<file path="src/rtl/rf_to_ram_writeback.sv">
// Block-copy engine: streams a run of regfile words into consecutive RAM
// addresses, one word per cycle, and pulses done when the run is complete.
module rf_to_ram_writeback #(
  parameter int ADDR_W = 6,
  parameter int DATA_W = 32,
  parameter int CNT_W  = 7
) (
  input  logic              clk,
  input  logic              rst_n,
  input  logic              start,
  input  logic [ADDR_W-1:0] src_base,
  input  logic [ADDR_W-1:0] dst_base,
  input  logic [CNT_W-1:0]  count,
  output logic              busy,
  output logic              done,
  output logic [ADDR_W-1:0] rf_raddr,
  input  logic [DATA_W-1:0] rf_rdata,
  output logic              ram_ena,
  output logic              ram_we,
  output logic [ADDR_W-1:0] ram_addr,
  output logic [DATA_W-1:0] ram_wdata
);

  localparam logic [CNT_W-1:0] DEPTH_C = CNT_W'(2 ** ADDR_W);

  typedef enum logic [1:0] {
    S_IDLE  = 2'd0,
    S_READ  = 2'd1,
    S_FLUSH = 2'd2,
    S_DONE  = 2'd3
  } state_t;

  state_t            state_q, state_d;
  logic [ADDR_W-1:0] rd_addr_q, rd_addr_d;
  logic [ADDR_W-1:0] wr_addr_q, wr_addr_d;
  logic [CNT_W-1:0]  rem_q, rem_d;
  logic              wr_q, wr_d;
  logic              busy_q, busy_d;
  logic              done_q, done_d;
  logic [CNT_W-1:0]  n_s;

  // Requests larger than the memory depth are clamped to a full copy.
  always_comb begin
    if (count > DEPTH_C) begin
      n_s = DEPTH_C;
    end else begin
      n_s = count;
    end
  end

  // State and datapath registers.
  always_ff @(posedge clk) begin
    if (!rst_n) begin
      state_q   <= S_IDLE;
      rd_addr_q <= '0;
      wr_addr_q <= '0;
      rem_q     <= '0;
      wr_q      <= 1'b0;
      busy_q    <= 1'b0;
      done_q    <= 1'b0;
    end else begin
      state_q   <= state_d;
      rd_addr_q <= rd_addr_d;
      wr_addr_q <= wr_addr_d;
      rem_q     <= rem_d;
      wr_q      <= wr_d;
      busy_q    <= busy_d;
      done_q    <= done_d;
    end
  end

  // Next-state logic; the write side trails the read side by one cycle
  // because regfile data arrives a cycle after its address.
  always_comb begin
    state_d   = state_q;
    rd_addr_d = rd_addr_q;
    rem_d     = rem_q;
    wr_d      = 1'b0;
    busy_d    = 1'b0;
    done_d    = 1'b0;
    if (wr_q) begin
      wr_addr_d = wr_addr_q + ADDR_W'(1);
    end else begin
      wr_addr_d = wr_addr_q;
    end
    case (state_q)
      S_IDLE: begin
        if (start) begin
          if (n_s != '0) begin
            state_d   = S_READ;
            rd_addr_d = src_base;
            wr_addr_d = dst_base;
            rem_d     = n_s;
            busy_d    = 1'b1;
          end else begin
            state_d = S_DONE;
            done_d  = 1'b1;
          end
        end else begin
          state_d = S_IDLE;
        end
      end
      S_READ: begin
        busy_d = 1'b1;
        wr_d   = 1'b1;
        if (rem_q == CNT_W'(1)) begin
          state_d = S_FLUSH;
          rem_d   = '0;
        end else begin
          rd_addr_d = rd_addr_q + ADDR_W'(1);
          rem_d     = rem_q - CNT_W'(1);
        end
      end
      S_FLUSH: begin
        state_d = S_DONE;
        done_d  = 1'b1;
      end
      S_DONE: begin
        state_d = S_IDLE;
      end
      default: begin
        state_d = S_IDLE;
      end
    endcase
  end

  // Write data comes straight from the regfile read port; zero when idle.
  always_comb begin
    if (wr_q) begin
      ram_wdata = rf_rdata;
    end else begin
      ram_wdata = '0;
    end
  end

  assign busy     = busy_q;
  assign done     = done_q;
  assign rf_raddr = rd_addr_q;
  assign ram_ena  = wr_q;
  assign ram_we   = wr_q;
  assign ram_addr = wr_addr_q;

endmodule

</file>
<file path="config.mk">
export PLATFORM = sky130hd
export DESIGN_NAME = rf_to_ram_writeback
export DESIGN_NICKNAME = d
export VERILOG_FILES = /design/src/rtl/rf_to_ram_writeback.sv
export SDC_FILE = /design/constraint.sdc
export NUM_CORES = 1
export LEC_CHECK = 0
export BUFFER_PORTS_ARGS = -buffer_cell sky130_fd_sc_hd__buf_2
export CORE_MARGIN = 5
export CORE_UTILIZATION = 46
export DETAILED_ROUTE_END_ITERATION = 16
export HOLD_SLACK_MARGIN = 0.15
export PLACE_DENSITY_LB_ADDON = 0.08
export SYNTH_ARGS = -nofsm -noshare
export SYNTH_HDL_FRONTEND = slang
export SYNTH_SLANG_ARGS = --single-unit
</file>
<file path="constraint.sdc">
create_clock -name clk -period 3.35 [get_ports clk]
set_input_delay 0.335 -clock clk [delete_from_list [all_inputs] [get_ports clk]]
set_output_delay 0.335 -clock clk [all_outputs]
set_load 0.005 [all_outputs]
</file>
==> summary.md, run 1 <==
| Metric | Value |
|---|---|
| Status | `finished clean` |
| Detailed placement HPWL | `3880 um` |
| Worst EP arrival | `1640 ps` |
| Flops & latches, synth | `24` |
| Chip width | `69.7 um` |
| Met1 GRT Util | `0.225` |
| Area grow syn2layout | `34.8%` |
| Dpl ws | `1430 ps` |
| Initial antenna violation count | `0` |
| Ys flop type | `dfxtp_1` |
| Met2 usage | `0.345` |
| Initial DRT Pass Iterations | `4` |
| Setup WS post-layout | `1370 ps` |
| IO Count | `102` |
| Antenna Cells | `0` |
| Top cell type's share of synthesized area | `0.293` |
| Gr ovfl total | `0` |
| GR Util All Layers | `0.197` |
| DR WL/cell | `14.3 um` |
| Synth top area cells | `dfxtp_1, and2_1, ha_1, a32o_1, a211oi_1` |
| Cells along the critical path | `and2_1 -> buf_2` |
| Leak pwr | `1.10 nW` |
| Cell Area, Synth | `0.00164 mm^2` |
| First-pass GRT wire length | `8090 um` |
| Most frequent cell after synthesis | `and2_1` |
| Post-CTS setup buffer count | `0` |
| Post-route cell area | `0.00221 mm^2` |
| Syn Inst Count | `200` |
| H-Tree Depth | `1` |
| Combinational cell fraction of total power | `0.545` |
| Final-stage net count | `356` |
| RD Place Congestion | `0.850` |
| Clk sinks | `24` |
| Largest net degree at the start of global routing | `40` |
| Synth Net Count | `261` |
| GR Util met3 | `0.0565` |
| Vias in the first global route | `1712` |
| Share of cells above drive strength 1 | `0.381` |
| Maxcap violations | `0` |
| Sequential area share after synthesis | `0.293` |
| Required time of the critical path | `3010 ps` |
| Port Buf Inserts | `101` |
| Post-Syn Area per Cell | `8.21 um^2` |
| Total Wirelength | `4860 um` |
| Synth unique cells | `44` |
| Least-Margin Pin Slew | `927 ps` |
| DIE HEIGHT | `69.7 um` |
| Ys async rst share | `0` |
| DR iter-0 viols | `60` |
| Initial Util | `0.484` |
| Unrepaired setup endpoints after global routing | `false` |
| Clock buffer depth | `2` |
| # setup viols final | `0` |
| Root Buffer | `clkbuf_4` |
| # resized after CTS | `0` |
| Vias post-DR | `1766` |
| Net switching power | `711 uW` |
| Final worst-path cycle share | `0.590` |
| Hold WS | `268 ps` |
| Fillers | `301` |
| Post-CTS Hold Buffers | `0` |
| Core Rows | `21` |
| Slowest CP cell | `dfxtp_1` |
| Num CTS Buffers | `3` |
| Top cells by instance count after synthesis | `and2_1, dfxtp_1, nor2_1` |
| CTS tree | `yes` |
| Worst-Skew Late Latency | `330 ps` |
| Seq pwr share | `0.325` |
| DRC Markers | `0` |
| Slew Limit Headroom | `0.381` |
| Post-synth EDFFs | `0` |
| Startpoint Class | `flop` |
| Final min period | `1980 ps` |
| Placed Area | `0.00216 mm^2` |
| Hold Violations, Final | `0` |
| Worst-path fanout max | `39` |
| Largest area contributor in the netlist | `dfxtp_1` |
| Worst-path clk slew | `140 ps` |
| Most Crowded Layer GR | `met2` |
| Util after Layout | `0.653` |
| VDD IR-drop max | `0.000406 V` |
| Die ar. | `0.00486 mm^2` |
| Switching portion of total power | `0.433` |
| Core area | `0.00339 mm^2` |
| CP Capture Type | `output pin` |
| Final slew viol count | `0` |
| P per Cell Area | `741 mW/mm^2` |
| Synth Warn # | `0` |
| FMAX | `506 MHz` |
| Detailed-route vias per instance | `5.19` |
| Setup Skew | `12.7 ps` |
| Max incr delay on CP | `950 ps` |
| TNS Setup | `0 ps` |
| Worst hold path class | `input pin to flop` |
| Antenna-violating nets left | `0` |
| Int Pwr | `929 uW` |
| Clock network fraction of design power | `0.130` |
| WS Path Type | `flop to output pin` |
-- kinds of logic after synthesis --
| kind of cell | synth area share |
|---|---|
| AO/OA/AOI/OAI | 0.247 |
| multiplexers | 0.0244 |
| buffers and inverters | 0.0549 |
| AND/OR/NAND/NOR | 0.296 |
| XOR/XNOR | 0.0320 |
| flip-flops | 0.293 |
| adder cells (fa/ha/maj) | 0.0534 |
-- metrics by stage --
stage,total power [mW],cells
floorplan,1.15,200
global placement,1.42,336
detailed placement,1.43,336
finish,1.64,340
global route,1.78,340
CTS,1.65,340
-- registers in the layout (all words and copies together) (netlist names) --
| signal | cells |
|---|---|
| state_q | 2 |
| ram_addr | 6 |
| ram_ena | 1 |
| done | 1 |
| busy | 1 |
| rem_q | 7 |
| rf_raddr | 6 |
-- power groups by stage --
stage	Combinational (mW)	Sequential (mW)	Clock, mW
CTS	0.897	0.532	0.220
detailed placement	0.896	0.538	0
floorplan	0.649	0.500	0
global route	0.995	0.555	0.233
finish	0.893	0.533	0.214
global placement	0.885	0.537	0
-- area by class of cell --
type / count / area (um^2) / area share
repair buffers: 103 / 520 / 0.235
multi-input cells: 155 / 1070 / 0.484
inverters: 8 / 30.0 / 0.0136
flip-flops and latches: 24 / 480 / 0.217
clock inverters: 1 / 30.0 / 0.0136
clock buffers: 3 / 22.5 / 0.0102
well taps: 46 / 57.6 / 0.0260
-- placed cells by master (no fill, tap or decap), drive strengths merged, types with 3 or more instances in the layout --
cell type and instances:
o21ai 11, nand4 3, ha 7, o211ai 4
a311oi 3, nand3 4, a211oi 8, nor2b 4
dfxtp 24, nand2 10, mux2i 4, and2 33
xor2 4, clkbuf 3, nor2 15, inv 8
buf 103, a32o 7, a21oi 10, o2bb2ai 3
-- critical path: cells and delay by family (launching register included) --
kind	cells	cell delay [ps]
buffers and inverters	1	120
flip-flops	1	950
AND/OR/NAND/NOR	1	250
-- final timing paths --
kind	depth (start not counted)	end	slack, ps	start
max	2	ram_wdata[11]	1370	ram_ena
max reg2reg	7	rem_q[3]	1390	state_q[1]
min	3	ram_addr[3]	270	dst_base[3]
min reg2reg	2	rem_q[6]	500	rem_q[6]
-- metal layers --
metal,wire length [um],up-vias
li1,-,913
met1,2010,777
met2,2380,69
met3,410,7
met4,62,0
met5,0,-
Note: power is estimated with default switching activity, not from simulation.
==> inputs of run 2 (changes only) <==
CORE_UTILIZATION = 39   (was 46)
clock period = 1.8 ns   (was 3.35 ns; I/O delays follow)
==> run 2 against run 1 <==
Against the previous run:
- clock-buffer cell count is the same
- clock skew shrank 11 ps
- hold slack got worse by 71 ps
- non-clock buffer count up 12
- first-iteration DRC count shrank 40%
- critical endpoint is now rf_raddr[0]
- largest power group unchanged
==> summary.md, run 2 (synthesis results as in run 1) <==
| Metric | Value |
|---|---|
| Status | `finished clean` |
| GR Util All Layers | `0.168 (-0.0285)` |
| Clk sinks | `24 (unchanged)` |
| Port Buf Inserts | `101 (unchanged)` |
| Commonest cells after routing, fill and taps aside | `buf_2, and2_1, dfxtp_1` |
| VDD IR-drop max | `0.000810 V (+99%)` |
| Slew Limit Headroom | `0.745 (+0.364)` |
| Core area | `0.00403 mm^2 (+19%)` |
| P per Cell Area | `1430 mW/mm^2 (+93%)` |
| # setup viols final | `0 (unchanged)` |
| Die ar. | `0.00561 mm^2 (+15%)` |
| Core Rows | `23 (+9.5%)` |
| Fillers | `411 (+37%)` |
| Antenna-violating nets left | `0 (unchanged)` |
| Share of cells above drive strength 1 | `0.415 (+0.0341)` |
| Root Buffer | `clkbuf_8` |
| Detailed-route vias per instance | `5.23 (+0.70%)` |
| Leak pwr | `1.18 nW (+7.0%)` |
| Largest Register | `rem_q` |
| TNS Setup | `0 ps (unchanged)` |
| Vias post-DR | `1862 (+5.4%)` |
| RD Place Congestion | `0.868 (+2.1%)` |
| CTS tree | `yes` |
| Area grow syn2layout | `43.3%` |
| Worst setup path startpoint | `state_q[0]` |
| Initial DRT Pass Iterations | `4 (unchanged)` |
| Reg-to-Reg Start | `state_q[0]` |
| Setup Skew | `1.68 ps (-11.0 ps)` |
| Startpoint Class | `flop` |
| FF-to-FF setup slack | `90 ps (-1300 ps)` |
| FF-to-FF End | `rf_raddr[0]` |
| Most common cell after layout, fill and taps aside | `buf_2` |
| CP Capture Type | `flop` |
| Worst-path clk slew | `90 ps (-50 ps)` |
| DIE HEIGHT | `74.9 um (+7.4%)` |
| First-pass GRT wire length | `7650 um (-5.4%)` |
| Initial antenna violation count | `0 (unchanged)` |
| WS Path Type | `flop to flop` |
| Detailed placement HPWL | `4060 um (+4.5%)` |
| Final worst-path cycle share | `0.948` |
| Hold Violations, Final | `0 (unchanged)` |
| DRC Markers | `0 (unchanged)` |
| FMAX | `586 MHz` |
| Least-Margin Pin Slew | `382 ps (-545 ps)` |
| Overall power | `3.37 mW (+110%)` |
| Footprint of the multi-input gates | `0.00110 mm^2 (+2.5%)` |
| Total Wirelength | `5080 um (+4.5%)` |
| Chip width | `74.9 um (+7.4%)` |
| Critical Path End | `rf_raddr[0]` |
| DR WL/cell | `14.3 um (-0.15%)` |
| H-Tree Depth | `1 (unchanged)` |
| IO Count | `102 (unchanged)` |
| Worst EP arrival | `1870 ps (+230 ps)` |
| Max reg flops | `7 (unchanged)` |
| Clock buffer depth | `2 (unchanged)` |
| R2r worst-path depth | `7 (unchanged)` |
| Worst-Skew Late Latency | `260 ps (-70 ps)` |
| Gr ovfl total | `0 (unchanged)` |
| Worst hold path class | `input pin to flop` |
| DR iter-0 viols | `36 (-40%)` |
| Required time of the critical path | `1970 ps (-1040 ps)` |
| Vias in the first global route | `1663 (-2.9%)` |
| Antenna Cells | `0 (unchanged)` |
| Worst-path fanout max | `15 (-62%)` |
| Initial Util | `0.407 (-0.0769)` |
| Final-stage net count | `368 (+3.4%)` |
| Num CTS Buffers | `3 (unchanged)` |
| Maxcap violations | `0 (unchanged)` |
| Sequential standard cell area | `480 um^2 (unchanged)` |
| Largest net degree at the start of global routing | `35 (-13%)` |
| Util after Layout | `0.584 (-0.0688)` |
| Final slew viol count | `0 (unchanged)` |
| Final min period | `1710 ps` |
-- run 2: metal layers --
metal	track usage	vias up	routed length (um)
met5	0	-	0
met4	0.0336	0	29
met3	0.0347	4	538
met2	0.305	79	2410
met1	0.205	839	2110
li1	-	940	-
-- run 2: how the worst min path moves through the flow --
stage,endpoint,cells after the start,start
CTS,ram_addr[5],3,dst_base[5]
floorplan,rem_q[2],1,rst_n
detailed placement,ram_addr[5],3,dst_base[5]
global route,ram_addr[0],3,dst_base[0]
finish,ram_addr[5],3,dst_base[5]
global placement,rem_q[6],2,rem_q[6]
-- run 2: worst max-delay path: stages (launching register included) --
cell	delay [ps]
dfxtp_1	370
inv_1	80
ha_1	260
nor4b_4	150
a21oi_1	140
buf_4	210
nand2_1	120
a32o_1	270
-- run 2: metrics by stage --
stage	area, um^2	worst slack, ps	cells	hold slack, ps
2_1_floorplan	1640	33.4	200	342
6_report	2350	94.4	356	197
3_5_place_dp	2250	95.2	351	482
5_1_grt	2350	-2.20	356	191
4_1_cts	2320	73.6	355	192
3_3_place_gp	2250	116	351	479
-- run 2: area by class of cell --
type	instances	share of cell area
repair buffers	115	0.260
flip-flops and latches	24	0.204
well taps	50	0.0266
clock buffers	3	0.0176
clock inverters	1	0.0128
multi-input cells	155	0.466
inverters	8	0.0128
-- run 2: where the power goes --
group          switching, mW  internal, mW
Clock                  0.177         0.297
Sequential             0.183         0.730
Combinational           1.03         0.947
Total                   1.39          1.97
-- run 2: timing repair --
item | in CTS | in global routing
buffers inserted | 0 | 1
endpoints found under the setup margin | 0 | 13
hold buffers | 0 | 0
gates resized for setup | 0 | 4
==> inputs of run 3 (changes only) <==
GPL_TIMING_DRIVEN = 0   (was not set)
==> run 3 against run 2 <==
Against the previous run:
- highest routed layer unchanged
- via count down 1.9%
- sequential power grew 3.9%
- sequential share of layout area rose by 0.24 points
- clock skew increased by 1.2 ps
==> summary.md, run 3 (synthesis results as in run 1) <==
| Metric | Value |
|---|---|
| Final worst-path cycle share | `0.955 (+0.00744)` |
| Slew Limit Headroom | `0.652 (-0.0937)` |
| DR iter-0 viols | `97 (+170%)` |
| Leak pwr | `1.15 nW (-2.6%)` |
| Startpoint Class | `flop` |
| Largest Register | `rem_q` |
| Detailed-route vias per instance | `5.13 (-1.9%)` |
| Worst-Skew Late Latency | `280 ps (+20 ps)` |
| Maxcap violations | `0 (unchanged)` |
| Vias in the first global route | `1703 (+2.4%)` |
| Met1 GRT Util | `0.208 (+0.00308)` |
| Port Buf Inserts | `101 (unchanged)` |
| Setup Skew | `2.85 ps (+1.16 ps)` |
| Total Wirelength | `5150 um (+1.3%)` |
| Worst-path fanout max | `7 (-8)` |
| Initial Util | `0.407 (unchanged)` |
| GR Util met3 | `0.0334 (-0.00134)` |
| Max reg flops | `7 (unchanged)` |
| Antenna-violating nets left | `0 (unchanged)` |
| Cells along the critical path | `or4_4 -> o21ai_4 -> o21ai_0 -> a32o_1` |
| Worst EP arrival | `1900 ps (+30 ps)` |
| Chip width | `74.9 um (unchanged)` |
| DIE HEIGHT | `74.9 um (unchanged)` |
| Most Crowded Layer GR | `met2` |
| CTS tree | `yes` |
| Die ar. | `0.00561 mm^2 (unchanged)` |
| Root Buffer | `clkbuf_8` |
| # setup viols final | `0 (unchanged)` |
| Final-stage net count | `368 (unchanged)` |
| Core area | `0.00403 mm^2 (unchanged)` |
| Unrepaired setup endpoints after global routing | `false` |
| Required time of the critical path | `1980 ps (about the same)` |
| Final slew viol count | `0 (unchanged)` |
| Initial DRT Pass Iterations | `4 (unchanged)` |
| VDD IR-drop max | `0.000785 V (-3.1%)` |
| Met2 usage | `0.314 (+0.00967)` |
| Num CTS Buffers | `3 (unchanged)` |
| Hold Violations, Final | `0 (unchanged)` |
| FMAX | `582 MHz (-0.78%)` |
| Vias post-DR | `1826 (-1.9%)` |
| Commonest cells after routing, fill and taps aside | `buf_2, and2_1, dfxtp_1` |
| Initial antenna violation count | `0 (unchanged)` |
| Max incr delay on CP | `590 ps (+220 ps)` |
| IO Count | `102 (unchanged)` |
| Gr ovfl total | `0 (unchanged)` |
| Clk sinks | `24 (unchanged)` |
| Most common cell after layout, fill and taps aside | `buf_2` |
| Util after Layout | `0.579 (-0.00528)` |
| Status | `finished clean` |
| Least-Margin Pin Slew | `518 ps (+136 ps)` |
| Core Rows | `23 (unchanged)` |
| Clock buffer depth | `2 (unchanged)` |
| Slowest CP cell | `or4_4` |
| H-Tree Depth | `1 (unchanged)` |
| Area grow syn2layout | `42.0%` |
| Worst-path clk slew | `90 ps (about the same)` |
| Largest net degree at the start of global routing | `15 (-57%)` |
| RD Place Congestion | `0.801 (-7.6%)` |
| Final min period | `1720 ps (+13.4 ps)` |
| GR Util All Layers | `0.176 (+0.00740)` |
| WS Path Type | `flop to flop` |
| Detailed placement HPWL | `4060 um (+0.14%)` |
| DRC Markers | `0 (unchanged)` |
| Setup WS post-layout | `81.0 ps (-13.4 ps)` |
| Antenna Cells | `0 (unchanged)` |
| Post-CTS Hold Buffers | `0 (unchanged)` |
| CP Capture Type | `flop` |
| P per Cell Area | `1420 mW/mm^2 (-0.69%)` |
| First-pass GRT wire length | `7750 um (+1.3%)` |
| Dpl ws | `-317 ps (-412 ps)` |
| DR WL/cell | `14.5 um (+1.3%)` |
| Worst hold path class | `input pin to flop` |
| Share of cells above drive strength 1 | `0.408 (-0.00654)` |
## run 3: layer usage
metal | vias to the layer above | wire length (um) | share of wire
li1 | 935 | - | -
met3 | 5 | 545 | 0.11
met4 | 0 | 59 | 0.011
met1 | 813 | 2070 | 0.40
met5 | - | 0 | 0
met2 | 73 | 2470 | 0.48
## run 3: final cells by class
cell class,instances,area (um^2)
clock buffers,3,41.3
flip-flops and latches,24,482
multi-input cells,155,1100
plain buffers,12,62.6
repair buffers,103,520
well taps,50,62.6
fillers,397,1700
inverters,8,30.0
clock inverters,1,30.0
## run 3: stage by stage
stage          area, um^2  std cells  setup TNS (ps)  hold WS, ps  power (mW)
5_1_grt              2330        356               0          175        3.59
3_3_place_gp         2210        351           -2680          471        2.72
4_1_cts              2310        357               0          172        3.30
2_1_floorplan        1640        200               0          342        2.14
6_report             2330        356               0          177        3.31
3_5_place_dp         2210        351           -2420          477        2.72
## run 3: what timing repair did
action / in CTS / in global routing
hold endpoints to repair: 0 / 0
buffers inserted: 2 / 0
pin swaps: 1 / 1
resized for setup: 5 / 9
setup endpoints to repair: 12 / 42
## run 3: report_power, final
| part | internal, mW | switching (mW) | total (mW) |
|---|---|---|---|
| Combinational | 0.878 | 0.997 | 1.87 |
| Sequential | 0.733 | 0.216 | 0.949 |
| Clock | 0.298 | 0.190 | 0.488 |
| Total | 1.91 | 1.40 | 3.31 |
## run 3: critical path, delay by kind of cell, from the launching register on
family | cells | cell delay (ps)
flops | 1 | 400
simple gates | 1 | 590
compound gates | 3 | 620
## run 3: final timing paths
path | start | endpoint | slack [ps] | cells after the start
worst max-delay path | rem_q[2] | rem_q[3] | 80 | 4
worst min-delay path | dst_base[4] | ram_addr[4] | 180 | 3
worst max register to register | rem_q[2] | rem_q[3] | 80 | 4
worst min register to register | rem_q[6] | rem_q[6] | 500 | 2
